===== config.mk =====
export PLATFORM = sky130hd
export DESIGN_NAME = pong_lane_flat
export DESIGN_NICKNAME = d
export VERILOG_FILES = /design/src/rtl/pong_lane_if.sv /design/src/rtl/pong_lane.sv /design/src/flat_wrapper.sv
export SDC_FILE = /design/constraint.sdc
export NUM_CORES = 1
export LEC_CHECK = 0
export BUFFER_PORTS_ARGS = -buffer_cell sky130_fd_sc_hd__clkbuf_2
export CORE_ASPECT_RATIO = 1.1
export CORE_UTILIZATION = 58
export DETAILED_ROUTE_END_ITERATION = 8
export PLACE_DENSITY = 0.76
export SLEW_MARGIN = 20
export SYNTH_ARGS = -nofsm -noshare
export SYNTH_HDL_FRONTEND = slang
export SYNTH_SLANG_ARGS = --single-unit
export TNS_END_PERCENT = 30

===== constraint.sdc =====
create_clock -name clk -period 4.7 [get_ports clk]
set_input_delay 0.47 -clock clk [delete_from_list [all_inputs] [get_ports clk]]
set_output_delay 0.47 -clock clk [all_outputs]
set_load 0.05 [all_outputs]

===== src/rtl/pong_lane_if.sv =====
// Handshake bundle for the single-lane pong game: timebase, buttons, display and score outputs.
// The master side drives tick and the buttons; the slave side is the game core.
interface pong_lane_if #(
    parameter int N_LEDS  = 8,
    parameter int SCORE_W = 4
);
    logic               tick;
    logic               btn_l;
    logic               btn_r;
    logic [N_LEDS-1:0]  leds;
    logic [SCORE_W-1:0] score_l;
    logic [SCORE_W-1:0] score_r;
    logic               point;
    logic               point_side;
    logic               game_over;
    logic               winner;

    modport master (
        output tick, btn_l, btn_r,
        input  leds, score_l, score_r, point, point_side, game_over, winner
    );

    modport slave (
        input  tick, btn_l, btn_r,
        output leds, score_l, score_r, point, point_side, game_over, winner
    );
endinterface


===== src/rtl/pong_lane.sv =====
// One-dimensional pong: a ball walks along an LED lane and players must press exactly
// when it sits on their end LED. The lane speeds up on every return.
//
// state  | meaning
// SERVE  | ball parked at server end, waiting for the server's press
// MOVE_R | ball travelling toward LED N_LEDS-1, right player receives
// MOVE_L | ball travelling toward LED 0, left player receives
// OVER   | game decided, lane fully lit, both buttons together restart
module pong_lane #(
    parameter int N_LEDS    = 8,
    parameter int SCORE_W   = 4,
    parameter int WIN_SCORE = 15,
    parameter int DIV_W     = 4,
    parameter int BASE_DIV  = 4,
    parameter int MIN_DIV   = 1
) (
    input  logic       clk,
    input  logic       reset,
    pong_lane_if.slave lane_if
);
    localparam int POS_W = (N_LEDS > 1) ? $clog2(N_LEDS) : 1;
    localparam logic [POS_W-1:0]   POS_END  = POS_W'(N_LEDS - 1);
    localparam logic [SCORE_W-1:0] WIN      = SCORE_W'(WIN_SCORE);
    localparam logic [DIV_W-1:0]   DIV_BASE = DIV_W'(BASE_DIV);
    localparam logic [DIV_W-1:0]   DIV_MIN  = DIV_W'(MIN_DIV);

    typedef enum logic [1:0] {SERVE, MOVE_R, MOVE_L, OVER} state_t;

    state_t             state_q, state_d;
    logic [POS_W-1:0]   pos_q, pos_d;
    logic [DIV_W-1:0]   cnt_q, cnt_d;
    logic [DIV_W-1:0]   div_q, div_d;
    logic [SCORE_W-1:0] score_l_q, score_l_d;
    logic [SCORE_W-1:0] score_r_q, score_r_d;
    logic               serve_r_q, serve_r_d;
    logic               winner_q, winner_d;
    logic               point_q, point_d;
    logic               point_side_q, point_side_d;
    logic               btn_l_q, btn_r_q, arm_q;

    logic               press_l, press_r, step_due;
    logic [DIV_W:0]     cnt_inc;
    logic               award, award_r;
    logic [SCORE_W-1:0] scored;

    // arm_q masks the first cycle after reset so a button held through release is not a press
    assign press_l  = lane_if.btn_l & ~btn_l_q & arm_q;
    assign press_r  = lane_if.btn_r & ~btn_r_q & arm_q;
    assign cnt_inc  = {1'b0, cnt_q} + {{DIV_W{1'b0}}, 1'b1};
    assign step_due = lane_if.tick & (cnt_inc >= {1'b0, div_q});

    always_comb begin
        state_d      = state_q;
        pos_d        = pos_q;
        cnt_d        = cnt_q;
        div_d        = div_q;
        score_l_d    = score_l_q;
        score_r_d    = score_r_q;
        serve_r_d    = serve_r_q;
        winner_d     = winner_q;
        point_d      = 1'b0;
        point_side_d = point_side_q;
        award        = 1'b0;
        award_r      = 1'b0;
        scored       = '0;

        case (state_q)
            SERVE: begin
                pos_d = serve_r_q ? POS_END : '0;
                if (serve_r_q ? press_r : press_l) begin
                    state_d = serve_r_q ? MOVE_L : MOVE_R;
                    div_d   = DIV_BASE;
                    cnt_d   = '0;
                end
            end
            MOVE_R: begin
                if (press_r) begin
                    if (pos_q == POS_END) begin
                        state_d = MOVE_L;
                        div_d   = (div_q > DIV_MIN) ? div_q - DIV_W'(1) : DIV_MIN;
                        cnt_d   = '0;
                    end else begin
                        award = 1'b1;
                    end
                end else if (step_due) begin
                    if (pos_q == POS_END) begin
                        award = 1'b1;
                    end else begin
                        pos_d = pos_q + POS_W'(1);
                        cnt_d = '0;
                    end
                end else if (lane_if.tick) begin
                    cnt_d = cnt_q + DIV_W'(1);
                end
            end
            MOVE_L: begin
                if (press_l) begin
                    if (pos_q == '0) begin
                        state_d = MOVE_R;
                        div_d   = (div_q > DIV_MIN) ? div_q - DIV_W'(1) : DIV_MIN;
                        cnt_d   = '0;
                    end else begin
                        award   = 1'b1;
                        award_r = 1'b1;
                    end
                end else if (step_due) begin
                    if (pos_q == '0) begin
                        award   = 1'b1;
                        award_r = 1'b1;
                    end else begin
                        pos_d = pos_q - POS_W'(1);
                        cnt_d = '0;
                    end
                end else if (lane_if.tick) begin
                    cnt_d = cnt_q + DIV_W'(1);
                end
            end
            OVER: begin
                if (press_l && press_r) begin
                    state_d   = SERVE;
                    score_l_d = '0;
                    score_r_d = '0;
                    serve_r_d = 1'b1;
                    pos_d     = POS_END;
                    cnt_d     = '0;
                end
            end
            default: state_d = SERVE;
        endcase

        // The loser of the point serves next, from their own end
        if (award) begin
            point_d      = 1'b1;
            point_side_d = award_r;
            serve_r_d    = ~award_r;
            pos_d        = award_r ? '0 : POS_END;
            cnt_d        = '0;
            scored       = award_r ? score_r_q : score_l_q;
            if (scored < WIN) begin
                scored = scored + SCORE_W'(1);
            end
            if (award_r) begin
                score_r_d = scored;
            end else begin
                score_l_d = scored;
            end
            if (scored == WIN) begin
                state_d  = OVER;
                winner_d = award_r;
            end else begin
                state_d = SERVE;
            end
        end
    end

    always_ff @(posedge clk or posedge reset) begin
        if (reset) begin
            state_q      <= SERVE;
            pos_q        <= POS_END;
            cnt_q        <= '0;
            div_q        <= DIV_BASE;
            score_l_q    <= '0;
            score_r_q    <= '0;
            serve_r_q    <= 1'b1;
            winner_q     <= 1'b0;
            point_q      <= 1'b0;
            point_side_q <= 1'b0;
            btn_l_q      <= 1'b0;
            btn_r_q      <= 1'b0;
            arm_q        <= 1'b0;
        end else begin
            state_q      <= state_d;
            pos_q        <= pos_d;
            cnt_q        <= cnt_d;
            div_q        <= div_d;
            score_l_q    <= score_l_d;
            score_r_q    <= score_r_d;
            serve_r_q    <= serve_r_d;
            winner_q     <= winner_d;
            point_q      <= point_d;
            point_side_q <= point_side_d;
            btn_l_q      <= lane_if.btn_l;
            btn_r_q      <= lane_if.btn_r;
            arm_q        <= 1'b1;
        end
    end

    assign lane_if.leds       = (state_q == OVER) ? '1 : (N_LEDS'(1) << pos_q);
    assign lane_if.score_l    = score_l_q;
    assign lane_if.score_r    = score_r_q;
    assign lane_if.point      = point_q;
    assign lane_if.point_side = point_side_q;
    assign lane_if.game_over  = (state_q == OVER);
    assign lane_if.winner     = winner_q;
endmodule


===== src/flat_wrapper.sv =====
// flat-port wrapper written by rule: the top's interface ports become plain ports
module pong_lane_flat 
#(
    parameter int N_LEDS    = 8,
    parameter int SCORE_W   = 4,
    parameter int WIN_SCORE = 15,
    parameter int DIV_W     = 4,
    parameter int BASE_DIV  = 4,
    parameter int MIN_DIV   = 1
)
  (clk, reset, lane_if_tick, lane_if_btn_l, lane_if_btn_r, lane_if_leds, lane_if_score_l, lane_if_score_r, lane_if_point, lane_if_point_side, lane_if_game_over, lane_if_winner);
  pong_lane_if #(.N_LEDS(N_LEDS), .SCORE_W(SCORE_W)) lane_if_i ();
  input  logic clk;
  input  logic reset;
  input wire logic [$bits(lane_if_i.tick)-1:0] lane_if_tick;
  input wire logic [$bits(lane_if_i.btn_l)-1:0] lane_if_btn_l;
  input wire logic [$bits(lane_if_i.btn_r)-1:0] lane_if_btn_r;
  output wire logic [$bits(lane_if_i.leds)-1:0] lane_if_leds;
  output wire logic [$bits(lane_if_i.score_l)-1:0] lane_if_score_l;
  output wire logic [$bits(lane_if_i.score_r)-1:0] lane_if_score_r;
  output wire logic [$bits(lane_if_i.point)-1:0] lane_if_point;
  output wire logic [$bits(lane_if_i.point_side)-1:0] lane_if_point_side;
  output wire logic [$bits(lane_if_i.game_over)-1:0] lane_if_game_over;
  output wire logic [$bits(lane_if_i.winner)-1:0] lane_if_winner;
  assign lane_if_i.tick = lane_if_tick;
  assign lane_if_i.btn_l = lane_if_btn_l;
  assign lane_if_i.btn_r = lane_if_btn_r;
  assign lane_if_leds = lane_if_i.leds;
  assign lane_if_score_l = lane_if_i.score_l;
  assign lane_if_score_r = lane_if_i.score_r;
  assign lane_if_point = lane_if_i.point;
  assign lane_if_point_side = lane_if_i.point_side;
  assign lane_if_game_over = lane_if_i.game_over;
  assign lane_if_winner = lane_if_i.winner;
  pong_lane #(.N_LEDS(N_LEDS), .SCORE_W(SCORE_W), .WIN_SCORE(WIN_SCORE), .DIV_W(DIV_W), .BASE_DIV(BASE_DIV), .MIN_DIV(MIN_DIV)) u_core (.clk(clk), .reset(reset), .lane_if(lane_if_i));
endmodule

==> out/qor.yml, run 1 <==
status: "finished, violations left"
violations: "DRC"
cts_buffers: 3
ys_seq_area_share_pct: 35.94
overflow: 0
cts_hold_buf: 0
multi_input_comb_area_um2: 1195
yosysTopAreaCell: "dfrtp_1"
p_total_w: 0.001444
synth_ff_type: "dfrtp_1"
tritoncts: "built"
synth_xor_area_share_pct: 2.226
crit_chain: "ha_1, xor2_1, ha_1, a21oi_1, o21ai_1, a31oi_4, o21a_1, mux2_2, ha_1, mux4_2, or3b_1, a211o_1, mux2_4"
synth_fa_ha_area_share_pct: 9.288
ys_warn_count: 0
antenna_found_initial: 0
synth_cells: 212
seq_area_um2: 706.9
synth.avg_cell_area_um2: 9.278
die_area_um2: 3628
dp_cells: 267
maxCapViolCount: 0
drv_slew: 0
ys_types: 52
fin_setup_tns_ns: 0
rsz0062_at_grt: "false"
first_pass_iters: 6
ant_nets: 0
synth_edf_count: 0
gp_congestion: 0.8561
clk_pin_slew_ns: 0.15
vias: 1730
synthMuxAreaShare_pct: 6.170
crit_fanout: 6
fp.dieH_um: 63.08
core-area_um2: 3127
initial_utilization_pct: 62.91
synth_top_family_by_area: "compound AO/OA/AOI/OAI gates"
min_period_ns: 4.081
dp_hpwl_um: 3394
fmax_ghz: 0.2450
hold_violations: 0
synthArstFlopShare_pct: 100.0
setup_viol: 0
post_cts_buffers: 0
cts_htree_levels: 1
io_pins: 25
diodes: 0
synth_nets: 231
drt-initial-drc-count: 76
grtUsageTotal_pct: 26.06
finalNonFillerCells: 271
area_growth_pct: 9.479
worst_path_max_delay_cell: "dfrtp_1"
critical_path_class: "flop to flop"
synth_area_um2: 1967
synth-compound-area-share_pct: 23.03
ir_drop_mv: 0.3091
die_x_um: 57.53
cts_resized: 0
nFillCells: 245
powerDensity_nw_per_um2: 670.8
cts_root_buf: "clkbuf_4"
grt_pass1_wl_um: 7500
ctsLongestPathBuffers: 2
wirelength_um: 4441
clk_latency_ns: 0.32
grt_max_degree: 29
numPortBuffers: 24
tightest_slew_ns: 0.7705
grt_pass1_vias: 1687
clkSinkCount: 28
critPathRequiredTime_ns: 4.93
end_kind: "flop"
drive_gt1_share_pct: 21.52
post_drt_wl_per_cell_um: 16.39
viasPerCell: 6.384
finalCritPeriodShare_pct: 86.83
layout_commonest_cell: "nand2_1"
hold_class: "primary input to asynchronous set/reset pin"
ys_seq_elements: 28
skew_ns: 0.008969
relSlewSlack_pct: 48.09
path_common_cell: "ha_1"
slowest_delay_ns: 0.45
synth_top_area_share_pct: 29.26
core.rowCount: 21
drc: 2
mostFrequentLayoutCells: "nand2_1, clkbuf_2, dfrtp_1, o21ai_0, nand3_1"
crit_arrival_ns: 4.31
num-nets-final: 257
synthSimpleGateAreaFrac_pct: 19.85
synth_area_leaders: "dfrtp_1, ha_1, dfstp_2"
p_leak_nw: 1.053
critPathLaunchType: "flop"
state kept, by name, indices dropped and copies added (netlist names):
name,flops
u_core.serve_r_q,1
u_core.btn_r_q,1
u_core.btn_l_q,1
u_core.cnt_q,4
u_core.state_q,2
u_core.pos_q,3
u_core.lane_if.score_l,4
u_core.lane_if.score_r,4
u_core.lane_if.point,1
u_core.lane_if.point_side,1
u_core.div_q,4
u_core.lane_if.winner,1
u_core.arm_q,1
routing by layer:
metal  GRT usage, %  wire length (um)  vias up
met2          46.80              2224       47
met3          2.464               179        6
met1          33.33              1987      846
li1               -                 -      831
met4          6.098                48        0
met5              0                 0        -
logic make-up (layout without fill, tap and decap cells):
family,count (synthesis),in the layout
simple gates,72,72
compound gates,65,65
flops,28,28
buf+inv,17,42
fa+ha+maj,14,14
mux,10,10
xor+xnor,5,5
other cells,1,1
final timing paths:
check                      slack (ns)  cells after the start                             startpoint                                    end
max                              0.62                     13            u_core.cnt_q[0]$_DFFE_PP0P_      u_core.lane_if.winner$_DFFE_PP0P_
min                              0.17                      2                                  reset            u_core.div_q[3]$_DFFE_PP0P_
max reg2reg                      0.62                     13            u_core.cnt_q[0]$_DFFE_PP0P_      u_core.lane_if.winner$_DFFE_PP0P_
min reg2reg                      0.51                      2  u_core.lane_if.point_side$_DFFE_PP0N_  u_core.lane_if.point_side$_DFFE_PP0N_
max in group asynchronous        4.14                      2                                  reset            u_core.pos_q[0]$_DFFE_PP1P_
min in group clk                 0.27                      1                          lane_if_btn_r               u_core.btn_r_q$_DFF_PP0_
metrics by stage:
step                utilization (%)  hold WS (ns)  instance area, um2  setup slack [ns]
floorplan                         -        0.4485                1967            0.9232
global placement              67.71        0.4600                2117            0.8073
detailed placement            67.71        0.4701                2117            0.6543
CTS                           68.87        0.2634                2153            0.6308
global route                  68.87        0.2114                2153            0.4065
finish                        68.87        0.1720                2153            0.6188
worst max-delay path, delay by kind of cell, from the launching register on:
family                     cells  cell delay (ns)
adders and majority gates      3             0.82
xor gates and xnor gates       1             0.16
DFF                            1             0.45
AOI/OAI and AO/OA              5             1.17
and+or+nand+nor                1             0.38
muxes                          3             1.00
power breakdown:
part / total [W] / internal, W / leakage [nW] / switching, W
clock network: 0.000117 / 0.0000473 / 0.0210 / 0.0000698
registers: 0.000413 / 0.000325 / 0.358 / 0.0000874
logic: 0.000914 / 0.000301 / 0.674 / 0.000614
synthesized netlist by cell type (2+ instances only):
cell      number
nand3_1       15
mux2i_1        5
nand2_1       25
o211ai_1       6
or2_2          2
ha_1          13
xnor2_1        4
nand4_1        3
clkbuf_1       2
a31o_2         5
nor2b_1        2
nor2_1         4
dfrtp_1       23
o21ai_0       21
and3_1         4
nor3_1         2
o21bai_1       4
a21oi_1        7
nor3b_1        2
a31oi_1        2
o21a_1         4
a22o_1         4
nand2b_1       3
and2_1         2
inv_1         14
o31ai_1        2
dfstp_2        5
mux2_2         3
area by class of cell:
| class | instances | share of cell area, % |
|---|---|---|
| Tap cell | 34 | 1.976 |
| Multi-Input combinational cell | 167 | 55.49 |
| Clock buffer | 4 | 1.685 |
| Sequential cell | 28 | 32.83 |
| Timing Repair Buffer | 24 | 5.578 |
| Inverter | 14 | 2.440 |
(Power assumes the default switching activity.)
==> inputs of run 2 (changes only) <==
--- a/config.mk
+++ b/config.mk
@@ -5,11 +5,13 @@
 export SDC_FILE = /design/constraint.sdc
 export NUM_CORES = 1
 export LEC_CHECK = 0
+export ABC_AREA = 1
 export BUFFER_PORTS_ARGS = -buffer_cell sky130_fd_sc_hd__clkbuf_2
 export CORE_ASPECT_RATIO = 1.1
-export CORE_UTILIZATION = 58
+export CORE_UTILIZATION = 63
+export CTS_BUF_LIST = sky130_fd_sc_hd__clkbuf_4 sky130_fd_sc_hd__clkbuf_8 sky130_fd_sc_hd__clkbuf_16
 export DETAILED_ROUTE_END_ITERATION = 8
-export PLACE_DENSITY = 0.76
+export PLACE_DENSITY = 0.81
 export SLEW_MARGIN = 20
 export SYNTH_ARGS = -nofsm -noshare
 export SYNTH_HDL_FRONTEND = slang
==> constraint.sdc (replaced) <==
create_clock -name clk -period 4.8 [get_ports clk]
set_input_delay 0.48 -clock clk [delete_from_list [all_inputs] [get_ports clk]]
set_output_delay 0.48 -clock clk [all_outputs]
set_load 0.05 [all_outputs]
==> out/qor.yml, run 2 <==
ys_seq_area_share_pct: 33.04
crit_fanout: 10
crit_arrival_ns: 3.24
hold_class: "primary input to asynchronous set/reset pin"
area_growth_pct: 9.006
violations: "DRC"
yosysTopAreaCell: "dfrtp_1"
tightest_slew_ns: 0.7308
pre_cts_ws_ns: 1.850
core.rowCount: 21
grt_pass1_vias: 1741
die_x_um: 57.57
wirelength_um: 4268
synth_edf_count: 0
worstReg2RegEnd: "u_core.lane_if.winner$_DFFE_PP0P_"
critical_path_class: "flop to flop"
ant_nets: 0
r2r-start: "u_core.cnt_q[0]$_DFFE_PP0P_"
grt_pass1_wl_um: 7603
cts_hold_buf: 0
cts_root_buf: "clkbuf_4"
synth_area_um2: 2140
critPathRequiredTime_ns: 5.03
initial_utilization_pct: 68.43
end_kind: "flop"
core-area_um2: 3127
setup_viol: 0
num-nets-final: 317
die_area_um2: 3634
gp_congestion: 0.9704
synthArstFlopShare_pct: 100.0
dp_hpwl_um: 3332
ys_seq_elements: 28
synth_area_leaders: "dfrtp_1, nand2_1, ha_1"
post_cts_buffers: 0
antenna_found_initial: 0
clkSinkCount: 28
overflow: 0
ys_warn_count: 0
fin_setup_tns_ns: 0
nFillCells: 263
layout_commonest_cell: "nand2_1"
min_period_ns: 3.010
holdWs_ns: 0.1809
utilization_pct: 74.59
io_pins: 25
ctsLongestPathBuffers: 2
relSlewSlack_pct: 51.28
grt_max_degree: 29
cts_resized: 0
worst_slack_ns: 1.790
skew_ns: 0.003999
rsz0062_at_grt: "false"
mostFrequentLayoutCells: "nand2_1, inv_1, o21ai_0, nand3_1, clkbuf_2"
vias: 1837
ys_types: 43
synth_nets: 291
viasPerCell: 5.550
drv_slew: 0
post_drt_wl_per_cell_um: 12.89
drt-initial-drc-count: 105
finalCritPeriodShare_pct: 62.71
fmax_ghz: 0.3322
tritoncts: "built"
numPortBuffers: 24
drc: 2
status: "finished, violations left"
cts_htree_levels: 1
hold_violations: 0
r2r_cells: 23
diodes: 0
critPathLaunchType: "flop"
synth_top_area_share_pct: 26.90
first_pass_iters: 7
synth_cells: 272
synth_common_cells: "nand2_1, inv_1, o21ai_0"
r2r_slack_ns: 1.79
grtUsageTotal_pct: 26.63
yosysMostFrequentCell: "nand2_1"
maxCapViolCount: 0
clk_latency_ns: 0.32
synth.avg_cell_area_um2: 7.866
drive_gt1_share_pct: 26.26
synth_ff_type: "dfrtp_1"
clk_pin_slew_ns: 0.15
fp.dieH_um: 63.12
cts_buffers: 3
-- run 2: cell count changes in the layout (fill, tap and decap cells not counted), moves of 7 or more --
| cell | change |
|---|---|
| nand2_2 | +12 |
| nand3_1 | +9 |
| nand2_1 | +26 |
| inv_2 | +7 |
| inv_1 | +21 |
| o21ai_0 | +11 |
| nor2_1 | +9 |
-- run 2: worst max-delay path by stage --
stage	from	to	slack, ns	cells past startpoint
3_3_place_gp	u_core.cnt_q[0]$_DFFE_PP0P_	u_core.lane_if.winner$_DFFE_PP0P_	1.97	23
5_1_grt	u_core.cnt_q[0]$_DFFE_PP0P_	u_core.lane_if.winner$_DFFE_PP0P_	1.52	23
2_1_floorplan	u_core.cnt_q[0]$_DFFE_PP0P_	u_core.lane_if.winner$_DFFE_PP0P_	2.09	23
3_5_place_dp	u_core.cnt_q[0]$_DFFE_PP0P_	u_core.lane_if.winner$_DFFE_PP0P_	1.85	23
6_report	u_core.cnt_q[0]$_DFFE_PP0P_	u_core.lane_if.winner$_DFFE_PP0P_	1.79	23
4_1_cts	u_core.cnt_q[0]$_DFFE_PP0P_	u_core.lane_if.winner$_DFFE_PP0P_	1.80	23
-- run 2: critical path: stages (launching register included) --
cell     delay, ns
dfrtp_1       0.46
ha_1          0.25
xor2_1        0.16
ha_1          0.30
nand2_1       0.05
inv_1         0.04
nand2_1       0.06
nand2_1       0.07
nand2_1       0.06
nand2_2       0.08
nand3_4       0.10
nand2_8       0.11
nand2_8       0.08
nand2_1       0.12
nand2_2       0.08
ha_1          0.25
nand3_1       0.12
nor2_2        0.04
nand2_1       0.06
nand2_1       0.09
nor2_2        0.15
nand2_2       0.09
nand2_1       0.06
nand2_1       0.04
-- run 2: logic make-up (layout without fill, tap and decap cells) --
kind of cell | after synthesis | count (layout) | synth area share [%]
buf+inv | 45 | 70 | 8.421
other cells | 1 | 1 | 0.1753
fa+ha+maj | 14 | 14 | 8.538
xor+xnor | 5 | 5 | 2.047
flops | 28 | 28 | 33.04
simple gates | 123 | 123 | 31.99
compound gates | 56 | 56 | 15.79
-- run 2: layer usage --
layer / track usage, % / wire length (um) / up-vias
met5: 0 / 0 / -
met4: 9.756 / 106 / 0
met3: 1.848 / 204 / 12
met2: 42.88 / 1948 / 58
met1: 37.55 / 2010 / 826
li1: - / - / 941
-- run 2: cell type report --
class / instances / area [um2] / area share, %
Multi-Input combinational cell: 199 / 1252 / 53.70
Clock buffer: 3 / 22.52 / 0.9657
Clock inverter: 1 / 30.03 / 1.288
Timing Repair Buffer: 24 / 120.1 / 5.150
Sequential cell: 28 / 706.9 / 30.31
Inverter: 42 / 157.7 / 6.760
Tap cell: 34 / 42.54 / 1.824
-- run 2: stage by stage --
stage / area [um2] / cells
3_3_place_gp: 2280 / 327
2_1_floorplan: 2140 / 272
6_report: 2332 / 331
4_1_cts: 2332 / 331
3_5_place_dp: 2280 / 327
5_1_grt: 2332 / 331
Power of run 2 is left out: the tool's default activity adds up to more than one toggle a clock period on the data nets, which glitch-free logic cannot reach.
==> inputs of run 3 (changes only) <==
--- a/config.mk
+++ b/config.mk
@@ -8,10 +8,10 @@
 export ABC_AREA = 1
 export BUFFER_PORTS_ARGS = -buffer_cell sky130_fd_sc_hd__clkbuf_2
 export CORE_ASPECT_RATIO = 1.1
-export CORE_UTILIZATION = 63
+export CORE_UTILIZATION = 53
 export CTS_BUF_LIST = sky130_fd_sc_hd__clkbuf_4 sky130_fd_sc_hd__clkbuf_8 sky130_fd_sc_hd__clkbuf_16
 export DETAILED_ROUTE_END_ITERATION = 8
-export PLACE_DENSITY = 0.81
+export PLACE_DENSITY = 0.72
 export SLEW_MARGIN = 20
 export SYNTH_ARGS = -nofsm -noshare
 export SYNTH_HDL_FRONTEND = slang
==> constraint.sdc (replaced) <==
create_clock -name clk -period 2.7 [get_ports clk]
set_input_delay 0.27 -clock clk [delete_from_list [all_inputs] [get_ports clk]]
set_output_delay 0.27 -clock clk [all_outputs]
set_load 0.05 [all_outputs]
==> out/qor.yml, run 3 (synthesized netlist as in run 2, its figures left out) <==
status: "finished, final reports clean"
drv_slew: 0
die_x_um: 62.58
gp_congestion: 0.8786
utilization_pct: 67.56
hold_violations: 0
viasPerCell: 5.350
critPathLaunchType: "flop"
skew_ns: 0.004032
critPathRequiredTime_ns: 2.87
cts_htree_levels: 1
post_drt_wl_per_cell_um: 13.36
num-nets-final: 330
grtUsageTotal_pct: 23.62
core-area_um2: 3741
hold_class: "primary input to asynchronous set/reset pin"
relSlewSlack_pct: 37.25
wl_met2_um: 2382
seq_area_um2: 706.9
cts_root_buf: "clkbuf_8"
drive_gt1_share_pct: 33.23
maxCapViolCount: 0
clkSinkCount: 28
tritoncts: "built"
nFillCells: 331
layout_commonest_cell: "nand2_1"
critical_path_class: "flop to flop"
wirelength_um: 4810
diodes: 0
ant_nets: 0
die_area_um2: 4295
overflow: 0
fp.dieH_um: 68.64
grt_pass1_wl_um: 7928
first_pass_iters: 4
grt_pass1_vias: 1762
wl_met3_um: 220
highest_layer: "met4"
mostFrequentLayoutCells: "nand2_1, inv_1, o21ai_0, clkbuf_2, dfrtp_1"
grt_max_degree: 27
dp_hpwl_um: 3551
area_growth_pct: 18.13
critPathBufInv: 1
drc: 0
crit_family: "simple AND/OR/NAND/NOR gates"
cts_hold_buf: 0
initial_utilization_pct: 57.19
setup_viol: 0
p_leak_nw: 1.224
powerDensity_nw_per_um2: 1354
clk_pin_slew_ns: 0.09
numPortBuffers: 24
cts_buffers: 3
ir_drop_mv: 0.9349
io_pins: 25
drt-initial-drc-count: 92
antenna_found_initial: 0
worst_path_max_delay_cell: "dfrtp_1"
slowest_delay_ns: 0.39
clk_latency_ns: 0.27
core.rowCount: 23
rsz0062_at_grt: "true"
ctsLongestPathBuffers: 2
vias: 1926
crit_fanout: 8
finalCritPeriodShare_pct: 97.93
fmax_ghz: 0.3782
crit_chain: "ha_2, xor2_2, ha_1, a21oi_1, nand2_1, nand2_1, nand2_2, nand3_4, nand2_8, nand2_8, buf_6, nand2_2, nand2_2, nand3_1, nand2_1, nand2_2, nor2_4, nand2_2, nand2_1, nand2_1"
multi_input_comb_area_um2: 1324
min_period_ns: 2.644
tightest_slew_ns: 0.9355
wl_met1_um: 2118
fin_setup_tns_ns: 0
crit_arrival_ns: 2.81
end_kind: "flop"
run 3: final timing paths:
path                                                   startpoint                                  end  depth (start not counted)  slack, ns
worst max-delay path                  u_core.cnt_q[1]$_DFFE_PP0P_    u_core.lane_if.winner$_DFFE_PP0P_                         20       0.06
worst min-delay path                                        reset  u_core.lane_if.score_l[3]$_DFF_PP0_                          2       0.06
worst max register to register        u_core.cnt_q[1]$_DFFE_PP0P_    u_core.lane_if.winner$_DFFE_PP0P_                         20       0.06
worst min register to register  u_core.lane_if.winner$_DFFE_PP0P_    u_core.lane_if.winner$_DFFE_PP0P_                          2       0.49
max in group asynchronous                                   reset          u_core.pos_q[1]$_DFFE_PP1P_                          3       2.03
min in group clk                                    lane_if_btn_l             u_core.btn_l_q$_DFF_PP0_                          1       0.12
run 3: routing by layer:
layer,up-vias,GRT usage (%)
met5,-,0
met4,0,10.17
met3,8,2.632
met2,49,39.81
met1,890,31.15
li1,979,-
run 3: what timing repair did:
item	in CTS	in global routing
resized for setup	3	14
pin swaps	1	9
endpoints found under the setup margin	3	13
setup buffers	0	4
gates cloned	0	0
run 3: stage by stage:
stage,hold slack [ns],power (W),std cells,instance area [um2],setup WS (ns)
after global routing,0.1100,0.003726,360,2527,-0.1224
after global placement,0.3924,0.003028,352,2370,0.04033
after floorplan,0.3014,0.002583,272,2142,0.02443
after CTS,0.1119,0.003348,356,2445,0.004707
final,0.06348,0.003422,360,2527,0.05599
after detailed placement,0.4018,0.003059,352,2370,-0.02748
run 3: area by class of cell:
| type | instances | share of cell area (%) |
|---|---|---|
| multi-input combinational | 199 | 52.38 |
| inverter | 42 | 6.238 |
| tap | 50 | 2.475 |
| clock buffer | 4 | 2.178 |
| sequential | 28 | 27.97 |
| timing repair buffer | 37 | 8.762 |
run 3: where the power goes:
group          internal [W]  switching, W
clock              0.000130      0.000126
sequential         0.000600      0.000152
combinational      0.000746       0.00167
